### config.mk
export PLATFORM = sky130hd
export DESIGN_NAME = time_counter_gen
export DESIGN_NICKNAME = d
export VERILOG_FILES = /design/src/rtl/time_counter_gen.sv
export SDC_FILE = /design/constraint.sdc
export NUM_CORES = 1
export LEC_CHECK = 0
export ABC_AREA = 1
export BUFFER_PORTS_ARGS = -buffer_cell sky130_fd_sc_hd__buf_2
export CAP_MARGIN = 20
export CORE_ASPECT_RATIO = 0.5
export CORE_UTILIZATION = 60
export CTS_BUF_LIST = sky130_fd_sc_hd__clkbuf_16
export DETAILED_ROUTE_END_ITERATION = 7
export GPL_TIMING_DRIVEN = 1
export PLACE_DENSITY = 0.92
export SLEW_MARGIN = 0
export SYNTH_ARGS = -nofsm -noshare
export SYNTH_HDL_FRONTEND = slang
export SYNTH_SLANG_ARGS = --single-unit
export TNS_END_PERCENT = 20
### constraint.sdc
create_clock -name clk -period 6.65 [get_ports clk]
set_clock_uncertainty 0.2 [all_clocks]
set_input_delay 0.3325 -clock clk [delete_from_list [all_inputs] [get_ports clk]]
set_output_delay 0.3325 -clock clk [all_outputs]
set_load 0.02 [all_outputs]
### src/rtl/time_counter_gen.sv
// Clock/timer generator: prescaled sub-second tick feeding a seconds/minutes/hours
// chain that counts up (clock) or down (timer), with a manual set mode.
module time_counter_gen #(
    parameter int unsigned CLK_HZ   = 10000,
    parameter int unsigned TICK_HZ  = 100,
    parameter int unsigned HOUR_MOD = 24,
    parameter int unsigned OUT_W    = 14
) (
    input  logic             clk,
    input  logic             reset,
    input  logic             enable,
    input  logic             setting_enable,
    input  logic [1:0]       set_field,
    input  logic             inc_short,
    input  logic             dec_short,
    input  logic             count_down,
    output logic [OUT_W-1:0] small_sec_out,
    output logic [OUT_W-1:0] seconds_out,
    output logic [OUT_W-1:0] minutes_out,
    output logic [OUT_W-1:0] hours_out,
    output logic             day_wrap,
    output logic             done,
    output logic [1:0]       state_out
);

    localparam int unsigned DIV = CLK_HZ / TICK_HZ;
    localparam int unsigned PW  = (DIV > 2) ? $clog2(DIV) : 1;

    localparam logic [PW-1:0]    LAST_PRE = PW'(DIV - 1);
    localparam logic [OUT_W-1:0] LAST_SS  = OUT_W'(TICK_HZ - 1);
    localparam logic [OUT_W-1:0] LAST_SM  = OUT_W'(59);
    localparam logic [OUT_W-1:0] LAST_HR  = OUT_W'(HOUR_MOD - 1);
    localparam logic [OUT_W-1:0] ONE      = OUT_W'(1);

    typedef enum logic [1:0] {
        ST_STOP    = 2'd0,
        ST_RUN     = 2'd1,
        ST_SET     = 2'd2,
        ST_EXPIRED = 2'd3
    } state_t;

    state_t          state;
    logic [PW-1:0]   presc;
    logic            inc_q, dec_q;
    logic            inc_edge, dec_edge;
    logic [OUT_W-1:0] up_ss, up_s, up_m, up_h;
    logic            up_wrap;
    logic [OUT_W-1:0] dn_ss, dn_s, dn_m, dn_h;
    logic            now_zero, dn_zero;
    logic [OUT_W-1:0] set_s, set_m, set_h;
    logic            step_up, step_dn;

    assign state_out = state;
    assign inc_edge  = inc_short & ~inc_q;
    assign dec_edge  = dec_short & ~dec_q;
    assign step_up   = inc_edge & ~dec_edge;
    assign step_dn   = dec_edge & ~inc_edge;

    // Count-up successor with carry through the whole chain
    always_comb begin
        up_ss   = small_sec_out + ONE;
        up_s    = seconds_out;
        up_m    = minutes_out;
        up_h    = hours_out;
        up_wrap = 1'b0;
        if (small_sec_out == LAST_SS) begin
            up_ss = '0;
            if (seconds_out == LAST_SM) begin
                up_s = '0;
                if (minutes_out == LAST_SM) begin
                    up_m = '0;
                    if (hours_out == LAST_HR) begin
                        up_h    = '0;
                        up_wrap = 1'b1;
                    end else begin
                        up_h = hours_out + ONE;
                    end
                end else begin
                    up_m = minutes_out + ONE;
                end
            end else begin
                up_s = seconds_out + ONE;
            end
        end
    end

    // Count-down successor with borrow; dn_zero flags arrival at (or sitting on) zero
    always_comb begin
        dn_ss    = small_sec_out - ONE;
        dn_s     = seconds_out;
        dn_m     = minutes_out;
        dn_h     = hours_out;
        now_zero = (small_sec_out == '0) && (seconds_out == '0) &&
                   (minutes_out == '0) && (hours_out == '0);
        if (small_sec_out == '0) begin
            dn_ss = LAST_SS;
            if (seconds_out == '0) begin
                dn_s = LAST_SM;
                if (minutes_out == '0) begin
                    dn_m = LAST_SM;
                    dn_h = (hours_out == '0) ? LAST_HR : hours_out - ONE;
                end else begin
                    dn_m = minutes_out - ONE;
                end
            end else begin
                dn_s = seconds_out - ONE;
            end
        end
        dn_zero = now_zero || ((dn_ss == '0) && (dn_s == '0) &&
                               (dn_m == '0) && (dn_h == '0));
    end

    // Manual set: wrap the selected field only, no carry/borrow
    always_comb begin
        set_s = seconds_out;
        set_m = minutes_out;
        set_h = hours_out;
        if (step_up) begin
            case (set_field)
                2'd0:    set_s = (seconds_out == LAST_SM) ? '0 : seconds_out + ONE;
                2'd1:    set_m = (minutes_out == LAST_SM) ? '0 : minutes_out + ONE;
                2'd2:    set_h = (hours_out == LAST_HR) ? '0 : hours_out + ONE;
                default: ;
            endcase
        end else if (step_dn) begin
            case (set_field)
                2'd0:    set_s = (seconds_out == '0) ? LAST_SM : seconds_out - ONE;
                2'd1:    set_m = (minutes_out == '0) ? LAST_SM : minutes_out - ONE;
                2'd2:    set_h = (hours_out == '0) ? LAST_HR : hours_out - ONE;
                default: ;
            endcase
        end
    end

    // FSM, prescaler, time registers and pulse outputs
    always_ff @(posedge clk or posedge reset) begin
        if (reset) begin
            state         <= ST_STOP;
            presc         <= '0;
            inc_q         <= 1'b0;
            dec_q         <= 1'b0;
            small_sec_out <= '0;
            seconds_out   <= '0;
            minutes_out   <= '0;
            hours_out     <= '0;
            day_wrap      <= 1'b0;
            done          <= 1'b0;
        end else begin
            day_wrap <= 1'b0;
            done     <= 1'b0;
            inc_q    <= inc_short;
            dec_q    <= dec_short;
            if (setting_enable) begin
                state <= ST_SET;
                if (state != ST_SET) begin
                    presc         <= '0;
                    small_sec_out <= '0;
                end else begin
                    seconds_out <= set_s;
                    minutes_out <= set_m;
                    hours_out   <= set_h;
                end
            end else begin
                case (state)
                    ST_SET:  state <= enable ? ST_RUN : ST_STOP;
                    ST_STOP: if (enable) state <= ST_RUN;
                    ST_RUN: begin
                        if (!enable) begin
                            state <= ST_STOP;
                        end else if (presc == LAST_PRE) begin
                            presc <= '0;
                            if (count_down) begin
                                if (dn_zero) begin
                                    small_sec_out <= '0;
                                    seconds_out   <= '0;
                                    minutes_out   <= '0;
                                    hours_out     <= '0;
                                    state         <= ST_EXPIRED;
                                    done          <= 1'b1;
                                end else begin
                                    small_sec_out <= dn_ss;
                                    seconds_out   <= dn_s;
                                    minutes_out   <= dn_m;
                                    hours_out     <= dn_h;
                                end
                            end else begin
                                small_sec_out <= up_ss;
                                seconds_out   <= up_s;
                                minutes_out   <= up_m;
                                hours_out     <= up_h;
                                day_wrap      <= up_wrap;
                            end
                        end else begin
                            presc <= presc + PW'(1);
                        end
                    end
                    ST_EXPIRED: if (!enable || !count_down) state <= ST_STOP;
                    default: state <= ST_STOP;
                endcase
            end
        end
    end

endmodule

==> out/results.md, run 1 <==
| Metric | Reported | Unit |
|:---|:---|:---|
| Crit Path Class | flip-flop to flip-flop | - |
| Final setup violation count | 0 | - |
| Pwr/cell area | 461 | nW/um^2 |
| Vias per inst | 6.07 | - |
| Peak per-stage delay on the critical path | 0.63 | ns |
| Final Hold Violating Endpoints | 0 | - |
| Critical-path cell list | inv_1 -> ha_1 -> nand2_4 -> nor2_8 -> nand2_4 -> nor2_4 -> nand2_2 -> nand2_1 -> nand3_1 -> nor2_1 -> nand2_1 -> nor2_1 -> nand3_1 -> nand3b_1 -> nand2_1 -> nand2_1 -> nand2_1 | - |
| Most frequent cells in the layout | nand2_1, nor2_1, inv_1, nand3_1, dfrtp_1 | - |
| Final worst-path cycle share | 0.621 | - |
| Area delta synth->final | 9.87 | % |
| Number of cells produced by synthesis | 1,192 | - |
| Number of H-tree levels | 3 | - |
| TNS Setup | 0 | ns |
| Post-layout power | 3570 | uW |
| Slew at the pin closest to its max-slew limit | 1.00 | ns |
| Area of the core | 11,200 | um^2 |
| Most common cell after layout, fill and taps aside | nand2_1 | - |
| Kind of capture point of the worst setup path | flip-flop | - |
| Cell type group with the largest total delay on the critical path | simple AND/OR/NAND/NOR gates | - |
| Endpoint of the worst-slack reg-to-reg timing path | small_sec_out[5] | - |
| Top_reg_cell synth | dfrtp_1 | - |
| Fraction of layout cells with a size suffix above 1 | 0.0907 | - |
| Max Fclk | 242 | MHz |
| Type of element launching the critical path | flip-flop | - |
| Overall overflow remaining after global route | 0 | - |
| Number of buffers and inverters on the critical path | 1 | - |
| Number of diodes | 0 | - |
| RSZ-0062 raised after global routing | false | - |
| Final standard cell count with taps included and fillers excluded | 1,394 | - |
| Placement Setup Slack | 2.61 | ns |
| Net count of the mapped netlist | 1,214 | - |
| Die ar. | 12,200 | um^2 |
| Synthesized area per cell | 5.90 | um^2 |
| First-iteration detailed-routing DRC count | 1,002 | - |
| 1st-pass router iterations | 6 | - |
| Number of buffers inserted to repair setup after CTS | 0 | - |
| Clock sink count | 69 | - |
| Number of antenna violations at the first check in global routing | 0 | - |
| Starting utilization of the core area | 0.627 | - |
| Post-Syn Area | 7030 | um^2 |
| Die height | 78.6 | um |
| Min cycle time layout | 4.13 | ns |
| WP data required | 6.69 | ns |
| Min-Delay Path Class | input port to asynchronous set/reset pin | - |
| Routability cong. | 0.951 | - |
| Logic depth of the worst path, buffers included | 17 | - |
| Routed Antenna Nets | 0 | - |
| Global-route usage over all layers | 0.366 | - |
| Static power due to leakage | 0.00384 | uW |
| Source-to-sink clock delay at the later pin of the worst-skew pair | 0.35 | ns |
| HPWL Detailed | 15.3 | mm |
| Portion of total power attributed to the clock network | 0.159 | - |
| Pin count of the biggest net entering global routing | 70 | - |
| Count of flip-flops with a built-in enable after synthesis | 0 | - |
| Cell chosen for the clock root | clkbuf_16 | - |
| Number of nets in the layout | 1,252 | - |
| Max stage delay cell, worst path | nand3_1 | - |
| Arrival time of data at the critical path endpoint | 4.17 | ns |
| Total DRC errors in the routed layout | 0 | - |
| Number of pins with negative max-slew slack in the final report | 0 | - |
| PortBufs | 68 | - |
| Wire length of the first global-routing pass | 35.6 | mm |
| Worst slew margin relative to its limit | 0.329 | - |
| Width of the die | 155 | um |
| Post-route setup slack | 2.52 | ns |
| Worst setup startpoint | small_sec_out[0] | - |
| Yosys Warn Count | 0 | - |
| Routed via count | 8,463 | - |
| Combinational power share | 0.587 | - |
| Share of the yosys chip area belonging to registers | 0.245 | - |
| # Max-Cap Violations | 0 | - |
| Sw Share | 0.545 | - |
| Launch instance of the worst register-to-register path | small_sec_out[0] | - |
| Via count of the first global-routing pass | 7,448 | - |
| Unique masters post-synth | 49 | - |
| Number of rows in the core area | 27 | - |
| Number of buffers inserted during clock tree synthesis | 9 | - |
| Worst vdd rail ir drop | 0.257 | mV |
| Boundary Pins | 69 | - |
| Switching power summed over all nets | 1940 | uW |
| Biggest fanout along the worst timing path | 26 | - |
| Cell count after placement | 1,376 | - |
| CTS max path bufs | 2 | - |
| FF-to-FF path depth | 17 | - |
| Wirelength per Cell | 15.7 | um |
| Wirelength, routed | 21.9 | mm |
| #FFs+latches synth | 69 | - |
| Async SR Flop Fraction | 1.00 | - |
| Most common cell on crit path | nand2_1 | - |
| Setup slack, reg-to-reg | 2.52 | ns |
| Outcome | completed | - |
| Clock tree from TritonCTS | built | - |
| Sequential share of power | 0.253 | - |
| Total internal power | 1620 | uW |
| Clock Pin Slew Worst Setup and Hold Paths | 0.06 | ns |
==> routing by layer <==
layer	GRT usage	vias up	share of wire	routed length, um
met4	0.118	0	0.027	601
met1	0.493	3758	0.41	9000
met5	0	-	0	0
met3	0.0845	81	0.12	2730
li1	-	4023	-	-
met2	0.582	601	0.44	9580
==> layout make-up <==
cell class              count  area [um^2]
repair buffers             74          390
inverters                 137          519
clock inverters             7          114
well taps                 159          199
fillers                  1028         3490
multi-input cells         939         4550
flip-flops and latches     69         1730
clock buffers               9          225
==> what timing repair did <==
action / in CTS / in global routing
endpoints found under the hold margin: 2 / 0
gates resized for setup: 0 / 0
hold buffers: 2 / 0
==> through the flow <==
stage	cell area, um^2	hold WS [ns]	util
4_1_cts	7730	0.113	0.689
3_5_place_dp	7370	0.263	0.657
6_report	7730	0.0671	0.689
5_1_grt	7730	0.153	0.689
2_1_floorplan	7030	0.164	-
3_3_place_gp	7370	0.255	0.657
==> worst max-delay path by stage <==
stage | slack [ns] | to
after detailed placement | 2.61 | small_sec_out[5]
after CTS | 2.61 | small_sec_out[5]
final | 2.52 | small_sec_out[5]
after global routing | 2.17 | small_sec_out[5]
after global placement | 2.74 | small_sec_out[5]
after floorplan | 3.92 | state_out[0]
==> cells by family after synthesis <==
family | synth area share
adder cells (fa/ha/maj) | 0.0231
buffers and inverters | 0.107
flip-flops | 0.245
XOR/XNOR | 0.0224
AND/OR/NAND/NOR | 0.430
AO/OA/AOI/OAI | 0.172
==> sequential cells by signal (all words and copies together), names as in the netlist <==
| name | flops |
|---|---|
| hours_out | 14 |
| small_sec_out | 14 |
| seconds_out | 14 |
| inc_q | 1 |
| presc | 7 |
| state_out | 2 |
| day_wrap | 1 |
| dec_q | 1 |
| minutes_out | 14 |
| done | 1 |
==> power groups by stage <==
stage	Sequential (uW)	Combinational (uW)	Clock (uW)
floorplan	988	1400	0
global placement	887	1990	0
detailed placement	895	2030	0
CTS	889	2050	565
global route	933	2330	583
finish	903	2100	568
==> cell usage after synthesis, types with 5 or more instances <==
| master | count | area share |
|---|---|---|
| nand2_1 | 337 | 0.18 |
| nor2_1 | 183 | 0.098 |
| inv_1 | 129 | 0.069 |
| nand3_1 | 95 | 0.068 |
| dfrtp_1 | 69 | 0.25 |
| a21oi_1 | 58 | 0.041 |
| o21ai_0 | 58 | 0.041 |
| nand4_1 | 37 | 0.033 |
| nor3_1 | 25 | 0.018 |
| clkbuf_1 | 23 | 0.012 |
| a22oi_1 | 17 | 0.018 |
| xor2_1 | 14 | 0.017 |
| a211oi_1 | 13 | 0.014 |
| buf_2 | 13 | 0.0092 |
| ha_1 | 13 | 0.023 |
| a31oi_1 | 10 | 0.0089 |
| o22ai_1 | 10 | 0.0089 |
| o211ai_1 | 7 | 0.0075 |
| inv_2 | 6 | 0.0032 |
| nor4_1 | 6 | 0.0053 |
| o21ai_1 | 6 | 0.0043 |
| o32ai_1 | 6 | 0.0075 |
| a221oi_1 | 5 | 0.0062 |
==> tightest hold or removal path, delay by kind of cell <==
kind | cells | cell delay (ns)
buffers and inverters | 3 | 0.83
Note: power is estimated with default switching activity, not from simulation.
==> inputs of run 2 (changes only) <==
ABC_AREA = 0   (was 1)
clock period = 4.3 ns   (was 6.65 ns; I/O delays follow)
==> out/results.md, run 2 <==
| Metric | Reported | Unit | Delta |
|:---|:---|:---|:---|
| Max Fclk | 235 | MHz | -3.0% |
| Worst vdd rail ir drop | 0.346 | mV | +35% |
| Post-synthesis xor/xnor area fraction | 0.0262 | - | +0.00376 |
| Biggest fanout along the worst timing path | 12 | - | -54% |
| Net count of the mapped netlist | 989 | - | -19% |
| Slew at the pin closest to its max-slew limit | 0.909 | ns | -0.0941 ns |
| #FFs+latches synth | 69 | - | unchanged |
| Final setup violation count | 0 | - | unchanged |
| Total DRC errors in the routed layout | 0 | - | unchanged |
| Area fraction of the dominant cell type after synthesis | 0.246 | - | +0.000262 |
| Post-Syn Area | 7030 | um^2 | -0.11% |
| Routed Antenna Nets | 0 | - | unchanged |
| Dpl cell area | 7960 | um^2 | +8.1% |
| Fraction of the mapped netlist area in simple logic gates | 0.320 | - | -0.110 |
| Crit Path Class | flip-flop to flip-flop | - |  |
| FF-to-FF path depth | 15 | - | -2 |
| Routed via count | 9,002 | - | +6.4% |
| Hold Crit Start | setting_enable | - |  |
| Final instance area | 8460 | um^2 | +9.4% |
| Wirelength, routed | 26.6 | mm | +22% |
| Most frequent cells in the layout | buf_4, nor2_1, nand2_1, o21ai_0, dfrtp_1 | - |  |
| Placement Setup Slack | -0.0322 | ns | -2.64 ns |
| Combinational power share | 0.600 | - | +0.013 |
| Outcome | completed | - |  |
| Wire length of the first global-routing pass | 42.1 | mm | +18% |
| Dominant combinational cell family by area after synthesis | simple AND/OR/NAND/NOR gates | - |  |
| Final Hold Violating Endpoints | 0 | - | unchanged |
| Synthesized-area fraction occupied by ao, oa, aoi and oai cells | 0.307 | - | +0.135 |
| CTS max path bufs | 2 | - | unchanged |
| First-iteration detailed-routing DRC count | 1,504 | - | +50% |
| Launch instance of the worst register-to-register path | small_sec_out[5] | - |  |
| Pin count of the biggest net entering global routing | 36 | - | -49% |
| Number of fill cells in the layout | 850 | - | -17% |
| Synthesized area per cell | 7.27 | um^2 | +23% |
| Source-to-sink clock delay at the later pin of the worst-skew pair | 0.36 | ns | about the same |
| WP data required | 4.38 | ns | -2.31 ns |
| Min-Delay Path Depth | 2 | - |  |
| Most area-hungry cell type in the Yosys netlist | dfrtp_1 | - |  |
| PortBufs | 68 | - | unchanged |
| Library cell with the highest instance count after synthesis | nor2_1 | - |  |
| Finished Core Util | 0.756 | - | +0.0671 |
| Worst slew margin relative to its limit | 0.388 | - | +0.0596 |
| Top_reg_cell synth | dfrtp_1 | - |  |
| Count of flip-flops with a built-in enable after synthesis | 0 | - | unchanged |
| Number of diodes | 0 | - | unchanged |
| RSZ-0062 raised after global routing | false | - |  |
| Synth cell count leaders | nor2_1, clkbuf_1, nand2_1 | - |  |
| Overall overflow remaining after global route | 0 | - | unchanged |
| Area of the core | 11,200 | um^2 | -0.30% |
| Number of buffers inserted during clock tree synthesis | 9 | - | unchanged |
| Clock Pin Slew Worst Setup and Hold Paths | 0.06 | ns | about the same |
| Static power due to leakage | 0.00353 | uW | -8.0% |
| Unique masters post-synth | 84 | - | +71% |
| Async SR Flop Fraction | 1.00 | - | unchanged |
| Via count of the first global-routing pass | 8,140 | - | +9.3% |
| Cell count after placement | 1,205 | - | -12% |
| Final hold slack | 0.0947 | ns | +0.0276 ns |
| Wirelength per Cell | 21.6 | um | +38% |
| Sw Share | 0.481 | - | -0.0644 |
| Number of pins with negative max-slew slack in the final report | 0 | - | unchanged |
| Number of antenna violations at the first check in global routing | 0 | - | unchanged |
| Final standard cell count with taps included and fillers excluded | 1,232 | - | -12% |
| Die ar. | 12,200 | um^2 | -0.11% |
| Width of the die | 155 | um | about the same |
| Yosys Warn Count | 0 | - | unchanged |
| Total internal power | 2250 | uW | +39% |
| Area delta synth->final | 20.3 | % |  |
| Number of H-tree levels | 3 | - | unchanged |
| Clock tree from TritonCTS | built | - |  |
| Starting utilization of the core area | 0.628 | - | +0.00122 |
| Sequential share of power | 0.208 | - | -0.045 |
| Die height | 78.5 | um | about the same |
| Cell chosen for the clock root | clkbuf_16 | - |  |
| Number of cells produced by synthesis | 967 | - | -19% |
| Post-route setup slack | 0.0439 | ns | -2.48 ns |
| Switching power summed over all nets | 2090 | uW | +7.3% |
| Global-route usage over all layers | 0.439 | - | +0.0728 |
| Most common cell after layout, fill and taps aside | buf_4 | - |  |
| Vias per inst | 7.31 | - | +20% |
| 1st-pass router iterations | 6 | - | unchanged |
| Post-synthesis mux area share | 0.0123 | - | +0.0123 |
| Adder-cell share of the synthesized area | 0.0231 | - | +0.0000247 |
| Min-Delay Path Class | input port to flip-flop | - |  |
| Number of nets in the layout | 1,090 | - | -13% |
| Boundary Pins | 69 | - | unchanged |
| Min cycle time layout | 4.26 | ns | +0.128 ns |
| HPWL Detailed | 18.9 | mm | +24% |
| Arrival time of data at the critical path endpoint | 4.34 | ns | +0.17 ns |
| Kind of capture point of the worst setup path | flip-flop | - |  |
| Number of rows in the core area | 27 | - | unchanged |
| Clock sink count | 69 | - | unchanged |
| Largest cells by area after synthesis | dfrtp_1, o21ai_0, nor2_1, a21oi_1, clkbuf_1 | - |  |
| Pwr/cell area | 513 | nW/um^2 | +11% |
| Endpoint of the worst-slack reg-to-reg timing path | state_out[1] | - |  |
| # Max-Cap Violations | 0 | - | unchanged |
| Portion of total power attributed to the clock network | 0.192 | - | +0.033 |
| Share of the yosys chip area belonging to registers | 0.246 | - | +0.000262 |
| Final worst-path cycle share | 0.990 | - | +0.369 |
| Hold worst-path end | state_out[0] | - |  |
| Type of element launching the critical path | flip-flop | - |  |
| Fraction of layout cells with a size suffix above 1 | 0.219 | - | +0.128 |
| Routability cong. | 1.10 | - | +15% |
| Setup slack, reg-to-reg | 0.04 | ns | -2.48 ns |
[run 2: cell count changes in the layout (fill, tap and decap cells not counted), sizes merged, moves of 18 or more]
cell and change:
o21ai +18, inv -109, and3 +24, buf +99, nand2 -268, nor3 +25
nor2 -94, nand3 -54, nor4 +19
[run 2: power groups by stage]
stage / Combinational (uW) / Clock (uW) / Sequential (uW)
6_report: 2610 / 833 / 901
5_1_grt: 2760 / 858 / 911
3_3_place_gp: 2340 / 0 / 897
3_5_place_dp: 2380 / 0 / 903
2_1_floorplan: 1420 / 0 / 1050
4_1_cts: 2400 / 833 / 894
[run 2: worst max-delay path, stage by stage, from the launching register on]
cell	delay [ns]
dfrtp_1	0.58
or3_1	0.37
nor4_4	0.08
buf_12	0.15
buf_4	0.13
a2111oi_1	0.65
o22ai_1	0.27
a2111oi_2	0.42
buf_4	0.19
nand4_1	0.15
nor4_4	0.16
buf_4	0.18
buf_4	0.13
nor2_2	0.08
o21bai_1	0.24
a41o_1	0.19
[run 2: cells by family (layout without fill, tap and decap cells)]
kind of cell / count (synthesis) / in the layout
adder cells (fa/ha/maj): 13 / 13
flip-flops: 69 / 69
XOR/XNOR: 21 / 21
multiplexers: 7 / 7
buffers and inverters: 113 / 219
AND/OR/NAND/NOR: 419 / 419
AO/OA/AOI/OAI: 325 / 325
[run 2: cell type report]
cell class	count	area (um^2)	area share
Multi-Input combinational cell	785	4900	0.579
Tap cell	159	199	0.0235
Sequential cell	69	1730	0.204
Inverter	26	97.6	0.0115
Clock buffer	9	225	0.0266
Clock inverter	7	97.6	0.0115
Timing Repair Buffer	177	1210	0.143
[run 2: metrics by stage]
stage,TNS (ns),power (uW)
after global placement,0,3230
after global routing,0,4530
after detailed placement,-0.0666,3290
after CTS,0,4130
final,0,4340
after floorplan,0,2470
[run 2: layer usage]
layer,vias up,track usage,routed length (um)
li1,3897,-,-
met5,-,0,0
met4,0,0.176,1090
met1,4080,0.589,10100
met2,841,0.673,11300
met3,184,0.117,4170
[run 2: worst max-delay path by stage]
stage                           from             to  slack [ns]  cells after the start
floorplan           small_sec_out[1]  hours_out[13]        0.12                     13
global placement    small_sec_out[7]   hours_out[0]        0.23                     12
detailed placement  small_sec_out[7]   state_out[1]       -0.03                     12
CTS                 small_sec_out[1]   state_out[1]        0.05                     15
global route        small_sec_out[0]   hours_out[0]       0.007                     16
finish              small_sec_out[5]   state_out[1]        0.04                     15
[run 2: timing repair]
action / CTS / global route
setup endpoints to repair: 8 / 39
endpoints found under the hold margin: 38 / 0
hold buffers: 4 / 0
gates cloned: 0 / 1
pin swaps: 0 / 4
resized for setup: 2 / 14
buffers inserted: 0 / 6
